$ cat src/rtl/trap_seq_pkg.sv
// Shared types for the trap sequencer: data width, FSM states, event kinds,
// request-vector bit positions and RISC-V mcause exception codes.
package trap_seq_pkg;

    localparam int XLEN = 32;

    typedef enum logic [2:0] {
        S_RESET    = 3'd0,
        S_IDLE     = 3'd1,
        S_DRAIN    = 3'd2,
        S_COMMIT   = 3'd3,
        S_REDIRECT = 3'd4
    } state_e;

    typedef enum logic [1:0] {
        EV_EXC    = 2'd0,
        EV_MRET   = 2'd1,
        EV_FENCEI = 2'd2,
        EV_IRQ    = 2'd3
    } event_e;

    // Request vector layout; a lower index wins arbitration.
    localparam int REQ_W      = 4;
    localparam int REQ_EXC    = 0;
    localparam int REQ_MRET   = 1;
    localparam int REQ_FENCEI = 2;
    localparam int REQ_IRQ    = 3;

    typedef enum logic [3:0] {
        MCAUSE_INSN_MISALIGNED  = 4'd0,
        MCAUSE_INSN_ACCESS      = 4'd1,
        MCAUSE_ILLEGAL_INSN     = 4'd2,
        MCAUSE_BREAKPOINT       = 4'd3,
        MCAUSE_LOAD_MISALIGNED  = 4'd4,
        MCAUSE_LOAD_ACCESS      = 4'd5,
        MCAUSE_STORE_MISALIGNED = 4'd6,
        MCAUSE_STORE_ACCESS     = 4'd7,
        MCAUSE_ECALL_U          = 4'd8,
        MCAUSE_ECALL_S          = 4'd9,
        MCAUSE_ECALL_M          = 4'd11
    } mcause_e;

    function automatic event_e grant_to_event(input logic [REQ_W-1:0] grant);
        event_e ev;
        case (grant)
            4'b0001: ev = EV_EXC;
            4'b0010: ev = EV_MRET;
            4'b0100: ev = EV_FENCEI;
            4'b1000: ev = EV_IRQ;
            default: ev = EV_EXC;
        endcase
        return ev;
    endfunction

endpackage

$ cat src/rtl/trap_seq_if.sv
// Request/response bundle between the trap sequencer and its requesters,
// the CSR unit and the fetch stage.
interface trap_seq_if;
    import trap_seq_pkg::*;

    logic            exc_req;
    logic [3:0]      exc_code;
    logic [XLEN-1:0] exc_pc;
    logic            mret_req;
    logic            fencei_req;
    logic [XLEN-1:0] fencei_pc;
    logic            irq_req;
    logic [XLEN-1:0] int_pc;
    logic            mem_busy;
    logic [XLEN-1:0] csr_new_pc;

    logic            stall;
    logic            req_ack;
    logic            take_exc;
    logic            take_irq;
    logic            mret_instr;
    logic [3:0]      exc_code_o;
    logic [XLEN-1:0] trap_val;
    logic [XLEN-1:0] curr_pc;
    logic [XLEN-1:0] next_pc;
    logic            jump_vld;
    logic [XLEN-1:0] jump_pc;
    logic            clear_pipeline;
    logic            drain_timeout;

    modport master (
        output exc_req, exc_code, exc_pc, mret_req, fencei_req, fencei_pc,
               irq_req, int_pc, mem_busy, csr_new_pc,
        input  stall, req_ack, take_exc, take_irq, mret_instr, exc_code_o,
               trap_val, curr_pc, next_pc, jump_vld, jump_pc, clear_pipeline,
               drain_timeout
    );

    modport slave (
        input  exc_req, exc_code, exc_pc, mret_req, fencei_req, fencei_pc,
               irq_req, int_pc, mem_busy, csr_new_pc,
        output stall, req_ack, take_exc, take_irq, mret_instr, exc_code_o,
               trap_val, curr_pc, next_pc, jump_vld, jump_pc, clear_pipeline,
               drain_timeout
    );

endinterface

$ cat src/rtl/trap_prio.sv
// Fixed-priority arbiter for trap-sequencer events: exc > mret > fencei > irq.
// Purely combinational; the grant is one-hot or all-zero.
module trap_prio
    import trap_seq_pkg::*;
(
    input  logic [REQ_W-1:0] req_i,
    output logic [REQ_W-1:0] grant_o
);

    // Priority chain selecting the single winning request
    always_comb begin
        grant_o = {REQ_W{1'b0}};
        if (req_i[REQ_EXC]) begin
            grant_o[REQ_EXC] = 1'b1;
        end else if (req_i[REQ_MRET]) begin
            grant_o[REQ_MRET] = 1'b1;
        end else if (req_i[REQ_FENCEI]) begin
            grant_o[REQ_FENCEI] = 1'b1;
        end else if (req_i[REQ_IRQ]) begin
            grant_o[REQ_IRQ] = 1'b1;
        end else begin
            grant_o = {REQ_W{1'b0}};
        end
    end

endmodule

$ cat src/rtl/trap_seq.sv
// Trap sequencer: arbitrates exceptions, MRET, FENCE.I and interrupts, drains
// memory, strobes the CSR unit and redirects fetch. Interrupt handling is
// compiled in only when TRAP_SEQ_IRQ_EN is defined.
module trap_seq
    import trap_seq_pkg::*;
#(
    parameter logic [XLEN-1:0] START_ADDR = 32'h0000_0200,
    parameter int unsigned     DRAIN_MAX  = 15
)(
    input  logic       clk,
    input  logic       rst,
    trap_seq_if.slave  bus
);

    localparam int CNT_W = ($clog2(DRAIN_MAX + 1) > 4) ? $clog2(DRAIN_MAX + 1) : 4;

    state_e            state_q, state_d;
    logic              boot_q;
    event_e            ev_q, ev_d;
    logic [3:0]        code_q, code_d;
    logic [XLEN-1:0]   pc_q, pc_d;
    logic [XLEN-1:0]   ipc_q, ipc_d;
    logic [XLEN-1:0]   tgt_q, tgt_d;
    logic [CNT_W-1:0]  cnt_q, cnt_d;

    logic              irq_s;
    logic [XLEN-1:0]   int_pc_s;
    logic [REQ_W-1:0]  req_vec_s;
    logic [REQ_W-1:0]  grant_s;
    logic              any_req_s;
    logic              drain_to_s;

    logic              req_ack_s;
    logic              take_exc_s;
    logic              take_irq_s;
    logic              mret_instr_s;
    logic [3:0]        exc_code_s;
    logic [XLEN-1:0]   trap_val_s;
    logic [XLEN-1:0]   curr_pc_s;
    logic [XLEN-1:0]   next_pc_s;
    logic              jump_vld_s;
    logic [XLEN-1:0]   jump_pc_s;
    logic              clear_s;

`ifdef TRAP_SEQ_IRQ_EN
    assign irq_s    = bus.irq_req;
    assign int_pc_s = bus.int_pc;
`else
    assign irq_s    = 1'b0;
    assign int_pc_s = {XLEN{1'b0}};
`endif

    assign req_vec_s = {irq_s, bus.fencei_req, bus.mret_req, bus.exc_req};
    assign any_req_s = |req_vec_s;

    trap_prio u_prio (
        .req_i   (req_vec_s),
        .grant_o (grant_s)
    );

    // Next-state, event capture, drain counting and target selection
    always_comb begin
        state_d    = state_q;
        ev_d       = ev_q;
        code_d     = code_q;
        pc_d       = pc_q;
        ipc_d      = ipc_q;
        tgt_d      = tgt_q;
        cnt_d      = cnt_q;
        drain_to_s = 1'b0;
        case (state_q)
            S_RESET: begin
                if (boot_q) begin
                    state_d = S_IDLE;
                end else begin
                    state_d = S_RESET;
                end
            end
            S_IDLE: begin
                if (any_req_s) begin
                    ev_d   = grant_to_event(grant_s);
                    code_d = grant_s[REQ_EXC] ? bus.exc_code : 4'd0;
                    if (grant_s[REQ_EXC]) begin
                        pc_d = bus.exc_pc;
                    end else if (grant_s[REQ_FENCEI]) begin
                        pc_d = bus.fencei_pc;
                    end else begin
                        pc_d = {XLEN{1'b0}};
                    end
                    ipc_d   = int_pc_s;
                    // Counter reads 1 in the first DRAIN cycle, so DRAIN never exceeds DRAIN_MAX cycles.
                    cnt_d   = CNT_W'(1);
                    state_d = bus.mem_busy ? S_DRAIN : S_COMMIT;
                end else begin
                    state_d = S_IDLE;
                end
            end
            S_DRAIN: begin
                if ((ev_q == EV_IRQ) && !irq_s) begin
                    state_d = S_IDLE;
                    cnt_d   = {CNT_W{1'b0}};
                end else if (!bus.mem_busy) begin
                    state_d = S_COMMIT;
                    cnt_d   = {CNT_W{1'b0}};
                end else if (32'(cnt_q) >= DRAIN_MAX) begin
                    state_d    = S_COMMIT;
                    cnt_d      = {CNT_W{1'b0}};
                    drain_to_s = 1'b1;
                end else begin
                    cnt_d = cnt_q + CNT_W'(1);
                end
            end
            S_COMMIT: begin
                if (ev_q == EV_FENCEI) begin
                    tgt_d = pc_q + XLEN'(4);
                end else begin
                    tgt_d = bus.csr_new_pc;
                end
                state_d = S_REDIRECT;
            end
            S_REDIRECT: begin
                state_d = S_IDLE;
            end
            default: begin
                state_d = S_RESET;
            end
        endcase
    end

    // State register; boot flag marks the single post-release RESET cycle
    always_ff @(posedge clk or negedge rst) begin
        if (!rst) begin
            state_q <= S_RESET;
            boot_q  <= 1'b0;
        end else begin
            state_q <= state_d;
            boot_q  <= 1'b1;
        end
    end

    // Latched event fields, drain counter and redirect target
    always_ff @(posedge clk or negedge rst) begin
        if (!rst) begin
            ev_q   <= EV_EXC;
            code_q <= 4'd0;
            pc_q   <= {XLEN{1'b0}};
            ipc_q  <= {XLEN{1'b0}};
            tgt_q  <= {XLEN{1'b0}};
            cnt_q  <= {CNT_W{1'b0}};
        end else begin
            ev_q   <= ev_d;
            code_q <= code_d;
            pc_q   <= pc_d;
            ipc_q  <= ipc_d;
            tgt_q  <= tgt_d;
            cnt_q  <= cnt_d;
        end
    end

    // Output decode from registered state and latched fields
    always_comb begin
        req_ack_s    = 1'b0;
        take_exc_s   = 1'b0;
        take_irq_s   = 1'b0;
        mret_instr_s = 1'b0;
        exc_code_s   = 4'd0;
        trap_val_s   = {XLEN{1'b0}};
        curr_pc_s    = {XLEN{1'b0}};
        next_pc_s    = {XLEN{1'b0}};
        jump_vld_s   = 1'b0;
        jump_pc_s    = {XLEN{1'b0}};
        clear_s      = 1'b0;
        case (state_q)
            S_RESET: begin
                if (boot_q) begin
                    jump_vld_s = 1'b1;
                    jump_pc_s  = START_ADDR;
                end else begin
                    jump_vld_s = 1'b0;
                end
            end
            S_COMMIT: begin
                req_ack_s    = (ev_q != EV_IRQ);
                take_exc_s   = (ev_q == EV_EXC);
                take_irq_s   = (ev_q == EV_IRQ);
                mret_instr_s = (ev_q == EV_MRET);
                exc_code_s   = code_q;
                trap_val_s   = pc_q;
                curr_pc_s    = pc_q;
                next_pc_s    = ipc_q;
            end
            S_REDIRECT: begin
                jump_vld_s = 1'b1;
                jump_pc_s  = tgt_q;
                clear_s    = (ev_q == EV_EXC) || (ev_q == EV_IRQ);
            end
            default: begin
                jump_vld_s = 1'b0;
            end
        endcase
    end

    assign bus.stall          = (state_q != S_IDLE) || any_req_s;
    assign bus.req_ack        = req_ack_s;
    assign bus.take_exc       = take_exc_s;
    assign bus.take_irq       = take_irq_s;
    assign bus.mret_instr     = mret_instr_s;
    assign bus.exc_code_o     = exc_code_s;
    assign bus.trap_val       = trap_val_s;
    assign bus.curr_pc        = curr_pc_s;
    assign bus.next_pc        = next_pc_s;
    assign bus.jump_vld       = jump_vld_s;
    assign bus.jump_pc        = jump_pc_s;
    assign bus.clear_pipeline = clear_s;
    assign bus.drain_timeout  = drain_to_s;

endmodule

$ cat src/flat_wrapper.sv
// flat-port wrapper written by rule: the top's interface ports become plain ports
module trap_seq_flat import trap_seq_pkg::*;
#(
    parameter logic [XLEN-1:0] START_ADDR = 32'h0000_0200,
    parameter int unsigned     DRAIN_MAX  = 15
)
  (clk, rst, bus_exc_req, bus_exc_code, bus_exc_pc, bus_mret_req, bus_fencei_req, bus_fencei_pc, bus_irq_req, bus_int_pc, bus_mem_busy, bus_csr_new_pc, bus_stall, bus_req_ack, bus_take_exc, bus_take_irq, bus_mret_instr, bus_exc_code_o, bus_trap_val, bus_curr_pc, bus_next_pc, bus_jump_vld, bus_jump_pc, bus_clear_pipeline, bus_drain_timeout);
  trap_seq_if bus_i ();
  input  logic clk;
  input  logic rst;
  input wire logic [$bits(bus_i.exc_req)-1:0] bus_exc_req;
  input wire logic [$bits(bus_i.exc_code)-1:0] bus_exc_code;
  input wire logic [$bits(bus_i.exc_pc)-1:0] bus_exc_pc;
  input wire logic [$bits(bus_i.mret_req)-1:0] bus_mret_req;
  input wire logic [$bits(bus_i.fencei_req)-1:0] bus_fencei_req;
  input wire logic [$bits(bus_i.fencei_pc)-1:0] bus_fencei_pc;
  input wire logic [$bits(bus_i.irq_req)-1:0] bus_irq_req;
  input wire logic [$bits(bus_i.int_pc)-1:0] bus_int_pc;
  input wire logic [$bits(bus_i.mem_busy)-1:0] bus_mem_busy;
  input wire logic [$bits(bus_i.csr_new_pc)-1:0] bus_csr_new_pc;
  output wire logic [$bits(bus_i.stall)-1:0] bus_stall;
  output wire logic [$bits(bus_i.req_ack)-1:0] bus_req_ack;
  output wire logic [$bits(bus_i.take_exc)-1:0] bus_take_exc;
  output wire logic [$bits(bus_i.take_irq)-1:0] bus_take_irq;
  output wire logic [$bits(bus_i.mret_instr)-1:0] bus_mret_instr;
  output wire logic [$bits(bus_i.exc_code_o)-1:0] bus_exc_code_o;
  output wire logic [$bits(bus_i.trap_val)-1:0] bus_trap_val;
  output wire logic [$bits(bus_i.curr_pc)-1:0] bus_curr_pc;
  output wire logic [$bits(bus_i.next_pc)-1:0] bus_next_pc;
  output wire logic [$bits(bus_i.jump_vld)-1:0] bus_jump_vld;
  output wire logic [$bits(bus_i.jump_pc)-1:0] bus_jump_pc;
  output wire logic [$bits(bus_i.clear_pipeline)-1:0] bus_clear_pipeline;
  output wire logic [$bits(bus_i.drain_timeout)-1:0] bus_drain_timeout;
  assign bus_i.exc_req = bus_exc_req;
  assign bus_i.exc_code = bus_exc_code;
  assign bus_i.exc_pc = bus_exc_pc;
  assign bus_i.mret_req = bus_mret_req;
  assign bus_i.fencei_req = bus_fencei_req;
  assign bus_i.fencei_pc = bus_fencei_pc;
  assign bus_i.irq_req = bus_irq_req;
  assign bus_i.int_pc = bus_int_pc;
  assign bus_i.mem_busy = bus_mem_busy;
  assign bus_i.csr_new_pc = bus_csr_new_pc;
  assign bus_stall = bus_i.stall;
  assign bus_req_ack = bus_i.req_ack;
  assign bus_take_exc = bus_i.take_exc;
  assign bus_take_irq = bus_i.take_irq;
  assign bus_mret_instr = bus_i.mret_instr;
  assign bus_exc_code_o = bus_i.exc_code_o;
  assign bus_trap_val = bus_i.trap_val;
  assign bus_curr_pc = bus_i.curr_pc;
  assign bus_next_pc = bus_i.next_pc;
  assign bus_jump_vld = bus_i.jump_vld;
  assign bus_jump_pc = bus_i.jump_pc;
  assign bus_clear_pipeline = bus_i.clear_pipeline;
  assign bus_drain_timeout = bus_i.drain_timeout;
  trap_seq #(.START_ADDR(START_ADDR), .DRAIN_MAX(DRAIN_MAX)) u_core (.clk(clk), .rst(rst), .bus(bus_i));
endmodule
$ cat config.mk
export PLATFORM = sky130hd
export DESIGN_NAME = trap_seq_flat
export DESIGN_NICKNAME = d
export VERILOG_FILES = /design/src/rtl/trap_seq_pkg.sv /design/src/rtl/trap_seq_if.sv /design/src/rtl/trap_prio.sv /design/src/rtl/trap_seq.sv /design/src/flat_wrapper.sv
export SDC_FILE = /design/constraint.sdc
export NUM_CORES = 1
export LEC_CHECK = 0
export ABC_AREA = 0
export BUFFER_PORTS_ARGS = -buffer_cell sky130_fd_sc_hd__buf_4
export CORE_ASPECT_RATIO = 0.75
export CORE_MARGIN = 10
export CORE_UTILIZATION = 23
export DETAILED_ROUTE_END_ITERATION = 6
export GPL_TIMING_DRIVEN = 0
export PLACE_DENSITY_LB_ADDON = 0.3
export SYNTH_ARGS = -nofsm -noshare
export SYNTH_HDL_FRONTEND = slang
export SYNTH_SLANG_ARGS = --single-unit
$ cat constraint.sdc
create_clock -name clk -period 1.91 [get_ports clk]
set_input_delay 0.382 -clock clk [delete_from_list [all_inputs] [get_ports clk]]
set_output_delay 0.382 -clock clk [all_outputs]
set_load 0.01 [all_outputs]
==> run_summary.xml <==
<?xml version="1.0" encoding="UTF-8"?>
<metrics>
  <group name="setup_path">
    <metric name="peak_fanout_along_the_critical_path" unit="">6</metric>
    <metric name="worst_setup_path_start_kind" unit="">flop</metric>
    <metric name="cp.required" unit="ns">1.53</metric>
    <metric name="worst_path_max_delay_cell" unit="">dfrtp_1</metric>
    <metric name="worstPathArrival" unit="ns">1.75</metric>
    <metric name="endpoint_class_of_the_critical_path" unit="">primary output</metric>
    <metric name="timing_worst_setup_path_type" unit="">reg2out</metric>
    <metric name="worst_path_largest_cell_delay" unit="ns">0.39</metric>
    <metric name="critical_path_buf_inv_count" unit="">4</metric>
    <metric name="timing.critical_path.max_delay_family" unit="">buffers and inverters</metric>
    <metric name="timing.critical_path.cells" unit="">nand3b_1 &gt; bufinv_8 &gt; clkbuf_16 &gt; buf_8 &gt; and2_4 &gt; buf_6</metric>
  </group>
  <group name="die">
    <metric name="design.die.area" unit="sq um">28810</metric>
    <metric name="dieHeight" unit="um">149.5</metric>
    <metric name="core_area" unit="sq um">22050</metric>
    <metric name="width_of_the_chip" unit="um">192.7</metric>
    <metric name="num_io_pins" unit="">279</metric>
    <metric name="std_cell_rows" unit="">47</metric>
    <metric name="initial_core_util" unit="">0.2333</metric>
  </group>
  <group name="run_status">
    <metric name="violations_in_the_final_reports" unit="">setup timing</metric>
    <metric name="run_status" unit="">complete, but fails checks</metric>
  </group>
  <group name="power">
    <metric name="pwr-share-comb" unit="">0.566</metric>
    <metric name="power.share.sequential" unit="">0.280</metric>
    <metric name="finalPower" unit="mW">12.02</metric>
    <metric name="pwr_density_cell" unit="nW/um^2">1356</metric>
    <metric name="peakVddDrop" unit="mV">0.5120</metric>
    <metric name="cellLeakagePower" unit="nW">4.231</metric>
    <metric name="cellInternalPower" unit="mW">7.129</metric>
    <metric name="netSwitchingPower" unit="mW">4.894</metric>
    <metric name="switching_share" unit="">0.4070</metric>
    <metric name="clock_power_share" unit="">0.154</metric>
  </group>
  <group name="synthesis">
    <metric name="ys_async_sr_fraction" unit="">1.000</metric>
    <metric name="yosys-top-cells-area" unit="">dfrtp_1 (38%), buf_4 (9.3%), a21oi_1 (4.8%), and2_1 (4.5%), and3_1 (4.5%)</metric>
    <metric name="area_share_of_the_largest_cell_type_after_synthesis" unit="">0.3794</metric>
    <metric name="yosysWarnings" unit="">0</metric>
    <metric name="fraction_of_the_yosys_area_taken_by_sequential_cells" unit="">0.3794</metric>
    <metric name="most_instantiated_flip_flop_cell_in_the_synthesis_netlist" unit="">dfrtp_1</metric>
    <metric name="syn-mean-instance-area" unit="sq um">8.765</metric>
    <metric name="postSynthRegisterBits" unit="">78</metric>
    <metric name="synth.largest_area_cell" unit="">dfrtp_1</metric>
    <metric name="netlist_area" unit="sq um">5145</metric>
    <metric name="synthesis.instances" unit="">587</metric>
    <metric name="synth_edf_count" unit="">0</metric>
    <metric name="synth.lib_cells_used.distinct" unit="">50</metric>
  </group>
  <group name="grt">
    <metric name="grt_overflow_total" unit="">0</metric>
    <metric name="grt_antenna_before_repair" unit="">4</metric>
    <metric name="first_global_vias" unit="">5240</metric>
    <metric name="groute.usage.overall" unit="">0.1470</metric>
    <metric name="first_pass_grt_wire_length" unit="mm">31.97</metric>
    <metric name="grt_max_degree" unit="">79</metric>
  </group>
  <group name="routing">
    <metric name="wire_per_inst" unit="um">19.26</metric>
    <metric name="antenna_violating_nets_post_route" unit="">0</metric>
    <metric name="drt_first_iter_violations" unit="">290</metric>
    <metric name="drt_first_pass_iters" unit="">5</metric>
    <metric name="finalWirelength" unit="mm">22.52</metric>
    <metric name="post-route-drc-count" unit="">0</metric>
    <metric name="via_density" unit="">4.481</metric>
    <metric name="vias" unit="">5238</metric>
  </group>
  <group name="layout">
    <metric name="layout.core_utilization" unit="">0.4022</metric>
    <metric name="drive_gt1_frac" unit="">0.5109</metric>
    <metric name="synthToLayoutAreaGrowth" unit="%">72.40</metric>
    <metric name="insertedDiodeCount" unit="">0</metric>
    <metric name="num-nets-final" unit="">1015</metric>
  </group>
  <group name="sta">
    <metric name="final.setup.worst_slack" unit="ns">-0.2181</metric>
    <metric name="worst-slew-pin-transition" unit="ns">1.067</metric>
    <metric name="final.setup_skew" unit="ns">0.004197</metric>
    <metric name="timing_max_transition_violations_final" unit="">0</metric>
    <metric name="worst_slew_margin_rel" unit="">0.2886</metric>
    <metric name="timing.final.crit_share" unit="">1.114</metric>
    <metric name="timing_hold_violations_final" unit="">0</metric>
    <metric name="setup_viol" unit="">113</metric>
    <metric name="rsz0062_at_grt" unit="">yes</metric>
    <metric name="clock.fmax" unit="MHz">469.9</metric>
    <metric name="timing.final.crit_period" unit="ns">2.128</metric>
  </group>
  <group name="placement">
    <metric name="dp_hpwl" unit="mm">17.02</metric>
    <metric name="port_buffers" unit="">213</metric>
    <metric name="gp_congestion" unit="">0.7708</metric>
  </group>
  <group name="clock_network">
    <metric name="cts_buffers" unit="">9</metric>
    <metric name="postCtsHoldBufs" unit="">0</metric>
    <metric name="clk_latency" unit="ns">0.34</metric>
    <metric name="tritoncts_num_sinks" unit="">78</metric>
    <metric name="clockBufferDepth" unit="">2</metric>
    <metric name="worst_setup_hold_path_clk_slew" unit="ns">0.06</metric>
    <metric name="cts_root_buffer" unit="">clkbuf_16</metric>
    <metric name="tritoncts" unit="">built</metric>
    <metric name="total_number_of_h_tree_levels" unit="">3</metric>
  </group>
  <group name="worst_hold_path">
    <metric name="hold_path.class" unit="">in2async</metric>
  </group>
  <group name="flow_run">
    <metric name="max_cap_viol_count" unit="">0</metric>
  </group>
</metrics>
cells in the mapped netlist (2+ instances only):
cell       n
a22o_1     2
nand4_4    3
dfrtp_1   78
mux2i_1    4
nor3_2     2
o21ai_0   36
nand4_1    4
a222oi_1  10
nor2_1    38
buf_4     64
nor4_4     3
nand2_1   30
o21ai_1    7
xnor2_1   12
nor3_1     6
a22oi_1   21
and2_1    37
clkbuf_8   2
ha_1       6
nand3_1   19
nor3b_1   17
xor2_1    13
conb_1     2
and3_1    37
o21bai_1   2
a221oi_1   2
a21oi_1   49
buf_2      4
clkbuf_2   2
clkbuf_1  28
a21o_1     7
and4_1     2
o21a_1     2
nor2b_1    2
inv_1     19
metal layers:
metal / up-vias / wire length, um / GRT usage / share of wire
met3: 21 / 2275 / 0.05977 / 0.10
met4: 6 / 184 / 0.03171 / 0.0082
met5: - / 46 / 0 / 0.0020
li1: 2521 / - / - / -
met2: 200 / 10580 / 0.2331 / 0.47
met1: 2490 / 9427 / 0.1832 / 0.42
cell families (layout without fill, tap and decap cells):
family,count (synthesis),count (layout),synth area share
flops,78,78,0.3794
fa+ha+maj,6,6,0.01459
compound gates,143,143,0.1705
other cells,2,33,0.001460
xor+xnor,25,25,0.04256
buf+inv,121,378,0.1430
simple gates,208,208,0.2408
mux,4,4,0.007782
cell type report:
class                           instances  area [sq um]
Multi-Input combinational cell        419          2914
Timing Repair Buffer                  245          2320
Clock buffer                           11         252.7
Fill cell                            2227         13180
Inverter                               20         88.84
Buffer                                 97         907.1
Sequential cell                        78          1956
Clock inverter                          5         63.81
Tap cell                              294         367.9
power groups by stage:
| stage | Combinational (mW) | Sequential, mW | Clock [mW] |
|---|---|---|---|
| 3_5_place_dp | 4.91 | 3.33 | 0 |
| 4_1_cts | 6.02 | 3.34 | 1.91 |
| 6_report | 6.81 | 3.37 | 1.85 |
| 2_1_floorplan | 3.11 | 3.02 | 0 |
| 5_1_grt | 7.39 | 3.49 | 1.97 |
| 3_3_place_gp | 4.87 | 3.31 | 0 |
final timing paths:
| path | start | to | slack (ns) | cells after the start |
|---|---|---|---|---|
| max | u_core.state_q[2] | bus_exc_code_o[1] | -0.22 | 6 |
| min in group clk | bus_fencei_pc[28] | u_core.pc_q[28] | 0.25 | 3 |
| max reg2reg | u_core.state_q[1] | u_core.pc_q[29] | -0.04 | 8 |
| min | rst | u_core.pc_q[0] | 0.21 | 1 |
| min reg2reg | u_core.code_q[3] | u_core.code_q[3] | 0.46 | 2 |
| max in group asynchronous | rst | u_core.state_q[1] | 0.95 | 1 |
state kept, by name, summed over array words and instances, names as in the netlist:
signal	flops
u_core.boot_q	1
u_core.cnt_q	4
u_core.code_q	4
u_core.ev_q	2
u_core.pc_q	32
u_core.state_q	3
u_core.tgt_q	32
repair_timing:
| action | CTS | global route |
|---|---|---|
| cloned | 1 | 3 |
| pin swaps | 9 | 13 |
| setup endpoints to repair | 163 | 157 |
| buffers inserted | 14 | 15 |
| gates resized for setup | 194 | 91 |
per-stage QoR:
stage	worst slack (ns)	cells	TNS, ns	hold WS, ns	area [sq um]
after floorplan	0.01022	618	0	0.08641	5261
after global placement	-0.7355	1125	-50.72	0.4433	7228
after global routing	-0.2997	1169	-20.97	0.2412	8870
final	-0.2181	1169	-13.41	0.2109	8870
after detailed placement	-0.7223	1125	-50.92	0.4479	7228
after CTS	-0.3624	1154	-20.15	0.2334	8337
placed cells by master, fill, tap and decap left out, types with 7 or more instances in the layout:
cell / n
nand2_1: 29
inv_1: 18
o21ai_1: 8
and3_1: 13
clkbuf_2: 9
clkbuf_16: 16
xnor2_1: 12
xor2_1: 13
buf_6: 126
o21ai_0: 34
and3_4: 24
a21o_1: 7
nor2_1: 30
a222oi_1: 10
and2_4: 33
clkbuf_8: 7
dfrtp_1: 75
a22oi_1: 21
nand3_1: 17
buf_4: 173
conb_1: 33
a21oi_1: 48
nor3b_1: 16
Note: power is estimated with default switching activity, not from simulation.
